==> src/rtl/cpu_mem_pkg.sv <==
// Shared encodings for the memory stage: access widths, writeback
// source select, the handshake FSM states and the wait-counter width.
package cpu_mem_pkg;

  localparam logic [1:0] W_BYTE = 2'b00;
  localparam logic [1:0] W_HALF = 2'b01;
  localparam logic [1:0] W_WORD = 2'b10;

  localparam logic [1:0] SRC_ALU = 2'b00;
  localparam logic [1:0] SRC_MEM = 2'b01;
  localparam logic [1:0] SRC_PC  = 2'b10;

  // Ten bits covers the largest permitted wait limit of 1023 cycles.
  localparam int CNT_W = 10;

  typedef enum logic {
    ST_IDLE = 1'b0,
    ST_WAIT = 1'b1
  } mem_state_t;

endpackage

==> src/rtl/mem_lane_align.sv <==
// Purely combinational lane steering between the 32-bit data bus and
// byte/half/word accesses: byte enables, store replication, load
// extraction with optional sign extension, and misalignment detection.
module mem_lane_align
  import cpu_mem_pkg::*;
(
  input  logic [1:0]  addr_low,
  input  logic [1:0]  width,
  input  logic        sign_extend,
  input  logic [31:0] store_data,
  input  logic [31:0] read_data,
  output logic [3:0]  byte_en,
  output logic [31:0] write_data,
  output logic [31:0] load_data,
  output logic        misaligned
);

  logic [7:0]  byte_lane;
  logic [15:0] half_lane;

  // Byte enables follow the address; half and word must be naturally aligned,
  // and the unused width code is always treated as an illegal access.
  always_comb begin
    byte_en    = 4'b0000;
    misaligned = 1'b0;
    case (width)
      W_BYTE: byte_en = 4'b0001 << addr_low;
      W_HALF: begin
        byte_en    = addr_low[1] ? 4'b1100 : 4'b0011;
        misaligned = addr_low[0];
      end
      W_WORD: begin
        byte_en    = 4'b1111;
        misaligned = (addr_low != 2'b00);
      end
      default: misaligned = 1'b1;
    endcase
  end

  // Replicate narrow store data into every lane so the memory can pick
  // whichever lane the byte enables select.
  always_comb begin
    case (width)
      W_BYTE:  write_data = {4{store_data[7:0]}};
      W_HALF:  write_data = {2{store_data[15:0]}};
      default: write_data = store_data;
    endcase
  end

  // Pick the addressed byte and half out of the returned word.
  always_comb begin
    case (addr_low)
      2'b00:   byte_lane = read_data[7:0];
      2'b01:   byte_lane = read_data[15:8];
      2'b10:   byte_lane = read_data[23:16];
      default: byte_lane = read_data[31:24];
    endcase
    half_lane = addr_low[1] ? read_data[31:16] : read_data[15:0];
  end

  // Extend the selected lane to 32 bits; word loads pass through untouched.
  always_comb begin
    case (width)
      W_BYTE:  load_data = sign_extend ? {{24{byte_lane[7]}}, byte_lane}
                                       : {24'h000000, byte_lane};
      W_HALF:  load_data = sign_extend ? {{16{half_lane[15]}}, half_lane}
                                       : {16'h0000, half_lane};
      default: load_data = read_data;
    endcase
  end

endmodule

==> src/rtl/mem_wb_stage.sv <==
// Memory-access stage and MEM/WB pipeline register. Issues data-memory
// requests, holds the upstream pipeline while memory is busy, aborts
// accesses that exceed TIMEOUT cycles, and registers the writeback result.
module mem_wb_stage
  import cpu_mem_pkg::*;
#(
  parameter int TIMEOUT = 255
) (
  input  logic        clk,
  input  logic        rst_n,
  input  logic [31:0] advance_pc_i,
  input  logic [31:0] alu_result_i,
  input  logic [31:0] reg_2_data_i,
  input  logic        reg_write_i,
  input  logic [4:0]  reg_write_data_addr_i,
  input  logic [1:0]  mem_width_i,
  input  logic        mem_sign_extend_i,
  input  logic [1:0]  reg_src_i,
  input  logic        mem_write_i,
  output logic        dmem_req_o,
  output logic        dmem_we_o,
  output logic [31:0] dmem_addr_o,
  output logic [3:0]  dmem_be_o,
  output logic [31:0] dmem_wdata_o,
  input  logic        dmem_ready_i,
  input  logic [31:0] dmem_rdata_i,
  output logic        stall_o,
  output logic        wb_reg_write_o,
  output logic [4:0]  wb_addr_o,
  output logic [31:0] wb_data_o,
  output logic        misalign_o,
  output logic        bus_err_o
);

  localparam logic [CNT_W-1:0] TIMEOUT_CNT = CNT_W'(TIMEOUT);

  mem_state_t       state, state_next;
  logic [CNT_W-1:0] wait_cnt, wait_cnt_next;

  logic        mem_op;
  logic        misaligned;
  logic        commit;
  logic        wb_we_next;
  logic        abort;
  logic [3:0]  be_raw;
  logic [31:0] load_data;
  logic [31:0] wb_mux;

  assign mem_op      = mem_write_i | (reg_src_i == SRC_MEM);
  assign dmem_addr_o = {alu_result_i[31:2], 2'b00};
  assign dmem_we_o   = dmem_req_o & mem_write_i;
  assign dmem_be_o   = dmem_req_o ? be_raw : 4'b0000;

  mem_lane_align u_align (
    .addr_low    (alu_result_i[1:0]),
    .width       (mem_width_i),
    .sign_extend (mem_sign_extend_i),
    .store_data  (reg_2_data_i),
    .read_data   (dmem_rdata_i),
    .byte_en     (be_raw),
    .write_data  (dmem_wdata_o),
    .load_data   (load_data),
    .misaligned  (misaligned)
  );

  // Select what the instruction writes back to the register file.
  always_comb begin
    case (reg_src_i)
      SRC_ALU: wb_mux = alu_result_i;
      SRC_MEM: wb_mux = load_data;
      SRC_PC:  wb_mux = advance_pc_i;
      default: wb_mux = alu_result_i;
    endcase
  end

  // Handshake FSM: decides request, stall, completion and abort each cycle.
  // Everything is forced low while reset is held so the bus drops at once.
  always_comb begin
    state_next    = state;
    wait_cnt_next = wait_cnt;
    dmem_req_o    = 1'b0;
    stall_o       = 1'b0;
    misalign_o    = 1'b0;
    commit        = 1'b0;
    wb_we_next    = 1'b0;
    abort         = 1'b0;
    if (rst_n) begin
      case (state)
        ST_IDLE: begin
          if (!mem_op) begin
            commit     = 1'b1;
            wb_we_next = reg_write_i;
          end else if (misaligned) begin
            misalign_o = 1'b1;
            commit     = 1'b1;
          end else begin
            dmem_req_o = 1'b1;
            if (dmem_ready_i) begin
              commit     = 1'b1;
              wb_we_next = reg_write_i;
            end else begin
              stall_o       = 1'b1;
              state_next    = ST_WAIT;
              wait_cnt_next = CNT_W'(1);
            end
          end
        end
        ST_WAIT: begin
          dmem_req_o = 1'b1;
          if (dmem_ready_i) begin
            commit        = 1'b1;
            wb_we_next    = reg_write_i;
            state_next    = ST_IDLE;
            wait_cnt_next = '0;
          end else if (wait_cnt == TIMEOUT_CNT) begin
            abort         = 1'b1;
            state_next    = ST_IDLE;
            wait_cnt_next = '0;
          end else begin
            stall_o       = 1'b1;
            wait_cnt_next = wait_cnt + CNT_W'(1);
          end
        end
        default: begin
          state_next    = ST_IDLE;
          wait_cnt_next = '0;
        end
      endcase
    end
  end

  // State and wait-counter registers.
  always_ff @(posedge clk or negedge rst_n) begin
    if (!rst_n) begin
      state    <= ST_IDLE;
      wait_cnt <= '0;
    end else begin
      state    <= state_next;
      wait_cnt <= wait_cnt_next;
    end
  end

  // MEM/WB register: data and rd load only when an instruction completes;
  // the write enable is cleared on stall, abort and misaligned cycles so an
  // instruction is never written twice or written with bad data.
  always_ff @(posedge clk or negedge rst_n) begin
    if (!rst_n) begin
      wb_reg_write_o <= 1'b0;
      wb_addr_o      <= 5'd0;
      wb_data_o      <= 32'h0000_0000;
    end else begin
      wb_reg_write_o <= wb_we_next;
      if (commit) begin
        wb_addr_o <= reg_write_data_addr_i;
        wb_data_o <= wb_mux;
      end
    end
  end

  // Sticky bus-error flag raised by a timed-out access.
  always_ff @(posedge clk or negedge rst_n) begin
    if (!rst_n) begin
      bus_err_o <= 1'b0;
    end else if (abort) begin
      bus_err_o <= 1'b1;
    end
  end

endmodule

==> config.mk <==
export PLATFORM = sky130hd
export DESIGN_NAME = mem_wb_stage
export DESIGN_NICKNAME = d
export VERILOG_FILES = /design/src/rtl/cpu_mem_pkg.sv /design/src/rtl/mem_lane_align.sv /design/src/rtl/mem_wb_stage.sv
export SDC_FILE = /design/constraint.sdc
export NUM_CORES = 1
export LEC_CHECK = 0
export ABC_AREA = 1
export CORE_AREA = 2 2 126 128
export CTS_BUF_LIST = sky130_fd_sc_hd__clkbuf_16
export DETAILED_ROUTE_END_ITERATION = 12
export DIE_AREA = 0 0 128 130
export GPL_ROUTABILITY_DRIVEN = 0
export MAX_ROUTING_LAYER = met4
export PLACE_DENSITY_LB_ADDON = 0.25
export SKIP_CTS_REPAIR_TIMING = 1
export SLEW_MARGIN = 25
export SYNTH_ARGS = -nofsm -noshare
export SYNTH_HDL_FRONTEND = slang
export SYNTH_SLANG_ARGS = --single-unit
==> constraint.sdc <==
create_clock -name clk -period 2.3 [get_ports clk]
set_input_delay 0.575 -clock clk [delete_from_list [all_inputs] [get_ports clk]]
set_output_delay 0.575 -clock clk [all_outputs]
set_load 0.01 [all_outputs]
-- Yosys cells after proc, flatten, opt, wreduce, memory -nomap -nowiden
Index checks and enable logic that the tools add are counted.
- mux-type cells: 46
- shifts and indexed selects: 1
- bitwise operators: 3
- $add $sub $neg: 1
- equality and inequality tests: 10
- reductions and logical operators: 4
- operators by type and width (operator ; count):
    32-bit one-hot mux with 2 select lines ; 3
    32-bit 2-to-1 mux ; 2
    10-bit 2-to-1 mux ; 5
    1-bit 2-to-1 mux ; 25
    8-bit one-hot mux with 3 select lines ; 1
    10-bit one-hot mux with 2 select lines ; 1
    16-bit 2-to-1 mux ; 1
    4-bit one-hot mux with 3 select lines ; 1
    10-bit by 1-bit adder with 10-bit output, second input constant ; 1
    10-bit by 8-bit == test with 1-bit output, second input constant ; 1
    4-bit 2-to-1 mux ; 2
    1-bit one-hot mux with 2 select lines ; 4
    2-bit by 1-bit == test with 1-bit output, second input constant ; 3
    2-bit == test, second input constant ; 3
    2-bit inequality test, second input constant ; 3
    2-bit logical NOT ; 2
    4-bit AND reduction ; 1
    1-bit by 2-bit left shift with 4-bit output, first input constant ; 1
    1-bit one-hot mux with 3 select lines ; 1
    2-bit nonzero test ; 1
    1-bit bitwise AND ; 1
    1-bit NOT ; 1
    1-bit OR ; 1
- logic and storage cells: 71
- output and inout port bits: 111
- flip-flop bits (word level): 50
- input bits: 143

-- Logic depth before layout (Yosys ltp)
Gate-level depths: netlist (run 1).
- word-level depth: 7
- gate-level depth with buffers: 11
- mapped depth without buffers: 10

-- By module
A second synthesis (run 1) with hierarchy kept.
- cells, all modules: 721
- area, all modules: 4408.0 um2
- by module, submodules not included (module ; times used ; area an instance (um2) ; seq. area each (um2) ; cells an instance):
    mem_wb_stage ; 1 ; 3091.7 ; 1251.2 ; 440
    mem_lane_align ; 1 ; 1316.3 ; 0.0 ; 281

-- Least setup slack after synthesis (run 1)
Ideal clock, no wire load.
- path kind: input to output
- from: input reg_src_i[1]
- to: output dmem_be_o[1]
- slack: 211 ps
- required time: 1725 ps
- arrival time: 1514 ps
- stages on the path: 7
- path buffers: 1
- path through: inv_1 > ha_1 > buf_2 > nor2_1 > nand2_1 > nand3_1 > a31oi_1
- cells in the longest elaborated chain, start to end: 6
- RTL lines (item ; line ; RTL):
    start, declared ; mem_wb_stage.sv:18 ; input logic [1:0] reg_src_i,
    2-bit by 1-bit == test with 1-bit output ; mem_wb_stage.sv:49 ; assign mem_op = mem_write_i | (reg_src_i == SRC_MEM);
    1-bit OR ; mem_wb_stage.sv:49 ;
    1-bit 2-to-1 mux ; mem_wb_stage.sv:90 ; if (!mem_op) begin
    1-bit one-hot mux with 2 select lines ; mem_wb_stage.sv:88 ; case (state)
    1-bit 2-to-1 mux ; mem_wb_stage.sv:87 ; if (rst_n) begin
    4-bit 2-to-1 mux ; mem_wb_stage.sv:52 ; assign dmem_be_o = dmem_req_o ? be_raw : 4'b0000;
    end, declared ; mem_wb_stage.sv:23 ; output logic [3:0] dmem_be_o,
No other way between the ends.

-- Final worst setup path (run 1)
- from: input reg_2_data_i[6]
- to: output dmem_wdata_o[6]
- cells in the longest elaborated chain, start to end: 1
- RTL lines (item ; line ; RTL):
    start, declared ; mem_wb_stage.sv:13 ; input logic [31:0] reg_2_data_i,
    32-bit one-hot mux with 2 select lines ; mem_lane_align.sv:43 ; case (width)
    end, declared ; mem_wb_stage.sv:24 ; output logic [31:0] dmem_wdata_o,
No other way between the ends.

==> flow_summary.ini, run 1 <==
[critical_path]
worstPathMaxFanout = 3
path_delay_family = buffers and inverters
worstSetupPathType = in2out
reg2reg_setup_slack_ns = 0.71
crit_path_end_kind = primary output
cp.arrival_ns = 1.67
reg2reg_to = wb_data_o[5]$_DFFE_PN0P_
crit_path_cell_trace = clkdlybuf4s50_1 > clkdlybuf4s50_1
critical_path_buf_inv_count = 2
required_ns = 1.73
worst_path_largest_cell_delay_ns = 0.56
ff2ff_path_depth = 9
critPathMostFrequentCell = clkdlybuf4s50_1
start_kind = input pin
regToRegStartpoint = state$_DFFE_PN0P_
slowest_stage = clkdlybuf4s50_1

[grt]
grt_pass1_wl_um = 26330
grt_pass1_vias = 5114
antenna_found_initial = 0
grt_start_max_net_pins = 41
overflow = 0
grtUsageTotal_pct = 20.98

[placement]
place_inst = 1165
post_dp_cell_area_um2 = 7192
dp_hpwl_um = 13860
io_buffers = 251

[synthesis]
postSynthCellCount = 731
avgSynthCellArea_um2 = 5.999
synth.top_cell.area_share_pct = 28.53
synth_edf_count = 0
synth.area.top_cells = dfrtp_1 (29%), nand2_1 (25%), a21oi_1 (9.7%)
yosysWarnings = 0
ys_types = 31
synth_top_area_cell = dfrtp_1
synth_common_cells = nand2_1 (288), a21oi_1 (85), inv_1 (65)
syn_area_um2 = 4385
async_reset_ff_share_pct = 100.0
ys_seq_elements = 50
seq_area_frac_synth_pct = 28.53
ys.flop_type = dfrtp_1
yosysMostFrequentCell = nand2_1

[routing]
viasPerCell = 4.617
drtIter0Drc = 241
firstDrtPassIters = 4
wl_per_cell_um = 14.75
drc_errors = 0
via_count = 5425
drt_wl_total_um = 17330
ant_nets = 0

[sta]
finalClockSkew_ns = 0.002449
min_period_ns = 2.248
hold_viol_final = 0
max_freq_ghz = 0.4448
finalSetupViolations = 0
relSlewSlack_pct = 55.52
final_max_slew_viol_count = 0
finalCritPeriodShare_pct = 97.74
worst_pin_slew_ns = 0.6672

[cells_and_area]
multi_input_area_um2 = 2459
fillers = 1595
fin_area_um2 = 7518
stdcell_count = 1175
area_delta_synth_final_pct = 71.44
antenna_cells = 0
seq_area_um2 = 1251
drive_above_1_share_pct = 12.11
nets = 1128

[pwr]
pwr_density_cell_nw_per_um2 = 463.5
ir_drop_uv = 272.2
p_leak_nw = 3.979

[clock_network]
clockBufferDepth = 2
cts_tree = yes
htreeDepth = 2
numClockSinks = 50
cts_buffers = 5
cts-root-buf = clkbuf_16
clock_latency_ns = 0.31
clk_pin_slew_worst_paths_ns = 0.07

[run_status]
status = complete, no violations

[die]
die_area_um2 = 16640
dieHeight_um = 130
start_util_pct = 28.43
io_pins = 254
die_w_um = 128
core_um2 = 15420
row_count = 46

[job]
cap_violations = 0

[hold_path]
hold_class = in2async
[placed cells by master (no fill, tap or decap), drive strengths merged, types with 15 or more instances in the layout]
master,netlist,final
buf,57,72
clkdlybuf4s50,0,208
nand3,50,50
o21ai,15,15
nor2,66,66
nand2,294,294
inv,71,71
dlymetal6s2s,0,36
a21oi,85,85
dfrtp,50,50
[where the power goes]
part | total (mW) | switching, mW | internal (mW)
sequential | 1.11 | 0.0846 | 1.02
clock | 0.780 | 0.375 | 0.405
combinational | 1.60 | 0.740 | 0.856
[cell type report]
| cell class | count | share of cell area (%) |
|---|---|---|
| timing repair buffer | 318 | 41.94 |
| multi-input combinational | 536 | 32.70 |
| sequential | 50 | 16.64 |
| inverter | 71 | 3.578 |
| tap | 192 | 3.195 |
| clock buffer | 5 | 1.664 |
| clock inverter | 3 | 0.2829 |
[kinds of logic after synthesis]
family | synth area share [%]
other | 0.08551
flip-flops | 28.53
buffers and inverters | 17.15
AO/OA/AOI/OAI | 13.81
adder cells (fa/ha/maj) | 0.8560
XOR/XNOR | 0.1998
AND/OR/NAND/NOR | 39.37
[worst max-delay path by stage]
stage,from,to,slack (ns),depth (start not counted)
final,reg_2_data_i[6],dmem_wdata_o[6],0.05,2
after global routing,mem_width_i[1],dmem_be_o[1],-0.02,8
after CTS,reg_src_i[0],dmem_we_o,-0.78,8
after detailed placement,reg_src_i[0],dmem_we_o,-0.78,8
after global placement,reg_src_i[0],dmem_we_o,-0.75,8
after floorplan,reg_src_i[1],dmem_be_o[1],0.21,7
[registers in the layout, indices dropped and copies added, names as in the netlist]
| signal | flops |
|---|---|
| wb_reg_write_o | 1 |
| wb_data_o | 32 |
| bus_err_o | 1 |
| state | 1 |
| wait_cnt | 10 |
| wb_addr_o | 5 |
[per-stage QoR]
| step | setup WS [ns] | hold WS [ns] | util (%) | total power [mW] | TNS (ns) |
|---|---|---|---|---|---|
| 2_1_floorplan | 0.2110 | 0.2794 | - | 1.805 | 0 |
| 3_3_place_gp | -0.7470 | 0.4555 | 46.63 | 2.714 | -25.24 |
| 3_5_place_dp | -0.7813 | 0.4574 | 46.63 | 2.716 | -26.44 |
| 4_1_cts | -0.7829 | 0.2980 | 47.57 | 3.513 | -17.69 |
| 5_1_grt | -0.01837 | 0.3448 | 48.74 | 3.711 | -0.01837 |
| 6_report | 0.05198 | 0.3227 | 48.74 | 3.485 | 0 |
[layer usage]
metal  up-vias  routed length [um]  share of wire, %  track usage, %
met2       172                8445                49           35.51
met3        27                 859               5.0           3.731
met1      2472                7638                44           25.79
li1       2754                   -                 -               -
met4         0                 382               2.2           5.947
met5         -                   0                 0               -
No activity file was read; power rests on OpenSTA's default activity.
==> run 2: changes to the inputs <==
--- a/config.mk
+++ b/config.mk
@@ -6,15 +6,14 @@
 export NUM_CORES = 1
 export LEC_CHECK = 0
 export ABC_AREA = 1
-export CORE_AREA = 2 2 126 128
+export CORE_AREA = 2 2 124 126
 export CTS_BUF_LIST = sky130_fd_sc_hd__clkbuf_16
 export DETAILED_ROUTE_END_ITERATION = 12
-export DIE_AREA = 0 0 128 130
+export DIE_AREA = 0 0 126 128
 export GPL_ROUTABILITY_DRIVEN = 0
-export MAX_ROUTING_LAYER = met4
 export PLACE_DENSITY_LB_ADDON = 0.25
 export SKIP_CTS_REPAIR_TIMING = 1
-export SLEW_MARGIN = 25
+export SLEW_MARGIN = 20
 export SYNTH_ARGS = -nofsm -noshare
 export SYNTH_HDL_FRONTEND = slang
 export SYNTH_SLANG_ARGS = --single-unit
==> run 2 against run 1 <==
Sequential cell count unchanged. Total power down 0.57%. Sequential share of layout area rose by 0.086 points. First-iteration DRC count grew 9.1%. Via count fell by 0.26%. Count of clock-buffer cells in the layout unchanged. Combinational power about the same. Register-to-register slack got worse by 0.02 ns. Sequential power barely moved. Critical endpoint is now dmem_addr_o[29]. Core utilization increased by 1.6 points.
==> flow_summary.ini, run 2 (synthesis results as in run 1) <==
[run_status]
status = complete, no violations

[die]
start_util_pct = 29.50
io_pins = 254
die_w_um = 126
core_um2 = 14860
row_count = 45
die_area_um2 = 16130
dieHeight_um = 128

[pwr]
pwr_density_cell_nw_per_um2 = 463.3
ir_drop_uv = 270.7
p_leak_nw = 3.946
p_total_mw = 3.465

[sta]
hold_viol_final = 0
rsz0062_at_grt = false
relSlewSlack_pct = 55.49
final_max_slew_viol_count = 0
worst_pin_slew_ns = 0.6677
max_freq_ghz = 0.4469
finalSetupViolations = 0
min_period_ns = 2.237
finalCritPeriodShare_pct = 97.28
final.setup.worst_slack_ns = 0.06252
finalClockSkew_ns = 0.002734

[cells_and_area]
drive_above_1_share_pct = 11.90
area_delta_synth_final_pct = 70.56
final_cell_mix = nand2_1 (286), clkdlybuf4s50_1 (210), a21oi_1 (85), inv_1 (64), buf_4 (59)
reg_top3 = wb_data_o x32, wait_cnt x10, wb_addr_o x5
final_common_cell = nand2_1
fillers = 1532
largest-register = wb_data_o
stdcell_count = 1171
antenna_cells = 0
fin_area_um2 = 7480
final_util_pct = 50.32
largest_register_ffs = 32
nets = 1128

[routing]
via_count = 5411
drtIter0Drc = 263
drt_wl_total_um = 17190
wl_per_cell_um = 14.68
viasPerCell = 4.621
firstDrtPassIters = 4
ant_nets = 0
drc_errors = 0

[critical_path]
crit_path_end_kind = primary output
worstSetupPathType = in2out
critPathMostFrequentCell = clkdlybuf4s50_1
crit_path_cell_trace = clkdlybuf4s50_1 > clkdlybuf4s50_1
slowest_stage = clkdlybuf4s50_1
start_kind = input pin
worst_path_largest_cell_delay_ns = 0.57
path_delay_family = buffers and inverters
critical_path_buf_inv_count = 2
worstPathMaxFanout = 2
cp.arrival_ns = 1.66
required_ns = 1.73

[grt]
grtUsageTotal_pct = 20.78
grt_start_max_net_pins = 40
grt_pass1_vias = 5167
grt_pass1_wl_um = 26600
antenna_found_initial = 0
overflow = 0

[clock_network]
cts_buffers = 5
numClockSinks = 50
clock_latency_ns = 0.30
clockBufferDepth = 2
cts-root-buf = clkbuf_16
clk_pin_slew_worst_paths_ns = 0.07
htreeDepth = 2
cts_tree = yes

[placement]
place_inst = 1159
pre_cts_slack_ns = -0.7369
io_buffers = 251
post_dp_cell_area_um2 = 7159
dp_hpwl_um = 13880

[job]
cap_violations = 0

[hold_path]
hold_class = in2async
## run 2: changes by cell type in the layout (fill, tap and decap cells not counted), sizes merged
cell and change:
dlymetal6s2s -2, buf -2, clkinv +1, clkdlybuf4s50 +2, clkinvlp -1, clkbuf +2
## run 2: final timing paths
kind	slack (ns)	cells after the start	startpoint	endpoint
min	0.30	2	rst_n	wait_cnt[4]$_DFFE_PN0P_
max	0.06	2	alu_result_i[29]	dmem_addr_o[29]
max in group asynchronous	1.48	2	rst_n	wb_data_o[11]$_DFFE_PN0P_
min in group clk	0.48	2	wb_data_o[9]$_DFFE_PN0P_	wb_data_o[9]$_DFFE_PN0P_
max reg2reg	0.69	10	state$_DFFE_PN0P_	wb_data_o[31]$_DFFE_PN0P_
min reg2reg	0.48	2	wb_data_o[9]$_DFFE_PN0P_	wb_data_o[9]$_DFFE_PN0P_
## run 2: layer usage
layer / part of all wire (%) / track usage, %
met5: 0 / 0
met4: 2.4 / 6.464
met3: 6.5 / 5.593
met2: 49 / 35.52
met1: 42 / 25.59
## run 2: final cells by class
| type | instances | area (um^2) | share of cell area (%) |
|---|---|---|---|
| clock buffer | 5 | 125.1 | 1.673 |
| clock inverter | 3 | 16.27 | 0.2175 |
| inverter | 71 | 266.5 | 3.563 |
| sequential | 50 | 1251 | 16.73 |
| timing repair buffer | 318 | 3134 | 41.90 |
| tap | 188 | 235.2 | 3.145 |
| multi-input combinational | 536 | 2451 | 32.77 |
## run 2: worst reg2reg max path: stages, from the launching register on
cell	delay, ns
dfrtp_1	0.40
inv_2	0.09
buf_4	0.13
nor2_2	0.04
buf_4	0.15
nor2_2	0.16
nand2_4	0.12
buf_4	0.19
a21oi_1	0.13
nand2_1	0.08
nand2_1	0.05
## run 2: through the flow
step	TNS (ns)	hold WS, ns
after floorplan	0	0.2794
after detailed placement	-26.00	0.4638
after global placement	-25.85	0.4543
after global routing	0	0.3058
final	0	0.2954
after CTS	-17.80	0.2643
## run 2: where the power goes
part	internal, mW	switching [mW]
Sequential	1.02	0.0884
Clock	0.399	0.358
Combinational	0.857	0.738
Total	2.28	1.18
==> variant, RTL diff (settings of run 2) <==
`CNT_W`: 10 -> 20.
--- a/src/rtl/cpu_mem_pkg.sv
+++ b/src/rtl/cpu_mem_pkg.sv
@@ -12,5 +12,5 @@
 
   // Ten bits covers the largest permitted wait limit of 1023 cycles.
-  localparam int CNT_W = 10;
+  localparam int CNT_W = 20;
 
   typedef enum logic {
Behaviour: no difference found for any inputs over 10 cycles, from zero or initial values and one cycle with rst_n low; that may be too few to reach the edited logic, so the function may still have changed.
==> variant against run 2 <==
- area after synthesis grew 16%
- clock power grew 82%
- count of clock-buffer cells in the layout grew 4
- synthesized cell count grew 17%
- wire length grew 20%
- power grew 29%
- utilization grew 7.1 points
- clock skew grew 0.010 ns
- sequential cell count grew 10
- design area grew 14%
- setup slack lost 0.020 ns
==> variant: results (changes against run 2) <==
* Detailed Route WL at 20,600 um (was 17,190 um)
* R2r startpoint: state (unchanged)
* Synth Area in Adders at 0.7404% (was 0.8559%)
* Cell count after synthesis at 857 (was 731)
* CTS Buf Count at 9 (was 5)
* Htree depth at 3 (was 2)
* Largest net degree at the start of global routing at 43 (was 40)
* Sequential element share of the synthesized area at 29.62% (was 28.53%)
* Vias in the first global route at 5,808 (was 5,167)
* Leak pwr at 0.004416 uW (was 0.003946 uW)
* M1 GR Usage at 31.54% (was 25.59%)
* Reg2reg setup slack at 0.52 ns (was 0.69 ns)
* Fmax at 443.0 MHz (was 446.9 MHz)
* Total Routing Usage GR at 25.01% (was 20.78%)
* Synth cell types at 30 (was 31)
* Switch Pwr at 1473 uW (was 1185 uW)
* Routed len/inst at 15.57 um (was 14.68 um)
* Global Route met3 Usage at 5.718% (was 5.593%)
* Synth area leaders: dfrtp_1 30%, nand2_1 25%, nor2_1 10% (was dfrtp_1 29%, nand2_1 25%, a21oi_1 9.7%)
* IR drop worst, VDD at 0.0004856 V (was 0.0002707 V)
* Crit path from: alu_result_i[14] (was alu_result_i[29])
* Relative slew slack at 63.43% (was 55.49%)
* Layout Nets at 1,276 (was 1,128)
* Setup WS pre-CTS at -0.8507 ns (was -0.7369 ns)
* DRT met1 WL at 8600 um (was 7281 um)
* DR WL met3 at 1382 um (was 1125 um)
* DP Area at 8039 sq um (was 7159 sq um)
* Highest metal used: met4 (unchanged)
* Post-DP HPWL at 16,420 um (was 13,880 um)
* Dpl cells at 1,304 (was 1,159)
* Slowest cell on the critical path: clkdlybuf4s50_1 (unchanged)
* Share of cells above drive strength 1 at 13.83% (was 11.90%)
* First-pass DRT Iterations at 5 (was 4)
* Most frequent cells after synthesis: 338 x nand2_1, 139 x nor2_1, 60 x dfrtp_1 (was 288 x nand2_1, 85 x a21oi_1, 65 x inv_1)
* Clock latency on the worst-skew pair at 0.34 ns (was 0.30 ns)
* Worst Skew at 0.01306 ns (was 0.002734 ns)
* Via density at 4.812 (was 4.621)
* Largest registers: wb_data_o (32), wait_cnt (20), wb_addr_o (5) (was wb_data_o (32), wait_cnt (10), wb_addr_o (5))
* Worst EP arrival at 1.68 ns (was 1.66 ns)
* Reg-to-Reg End: wb_data_o[15] (was wb_data_o[31])
* First-pass GRT wire length at 31,730 um (was 26,600 um)
* Post-synthesis async set-or-reset flop share at 100.0% (unchanged)
* Initial antenna violation count at 0 (unchanged)
* Synth Area in Compound Gates at 10.51% (was 13.81%)
* Critical path destination: dmem_addr_o[14] (was dmem_addr_o[29])
* Hold WC Path Type: in -> async (unchanged)
* Number of DRC markers in iteration 0 at 468 (was 263)
* Delay-heaviest family, CP: buffers and inverters (unchanged)
* Smallest hold slack at 0.2992 ns (was 0.2954 ns)
* Status: completed (unchanged)
* Synth Area in XOR/XNOR at 0.8638% (was 0.1997%)
* Metal2 WL at 10,370 um (was 8362 um)
* M2 GR Usage at 43.99% (was 35.52%)
==> variant: cell types whose count changed after synthesis, moves of 5 or more <==
| cell | change |
|---|---|
| a21oi_1 | -29 |
| dfrtp_1 | +10 |
| inv_1 | -11 |
| nand2_1 | +50 |
| nand4_1 | +5 |
| nor2_1 | +80 |
==> variant: area by class of cell <==
type / instances / area, sq um
Clock buffer: 9 / 225.2
Timing Repair Buffer: 337 / 3306
Inverter: 61 / 229.0
Clock inverter: 7 / 76.32
Multi-Input combinational cell: 661 / 2965
Tap cell: 188 / 235.2
Sequential cell: 60 / 1501
Fill cell: 1420 / 6326
==> variant: power groups by stage <==
stage | logic [uW] | registers [uW] | clock network, uW
floorplan | 671 | 1390 | 0
global placement | 1740 | 1320 | 0
detailed placement | 1760 | 1330 | 0
CTS | 1770 | 1310 | 1410
global route | 1920 | 1330 | 1450
finish | 1760 | 1320 | 1380
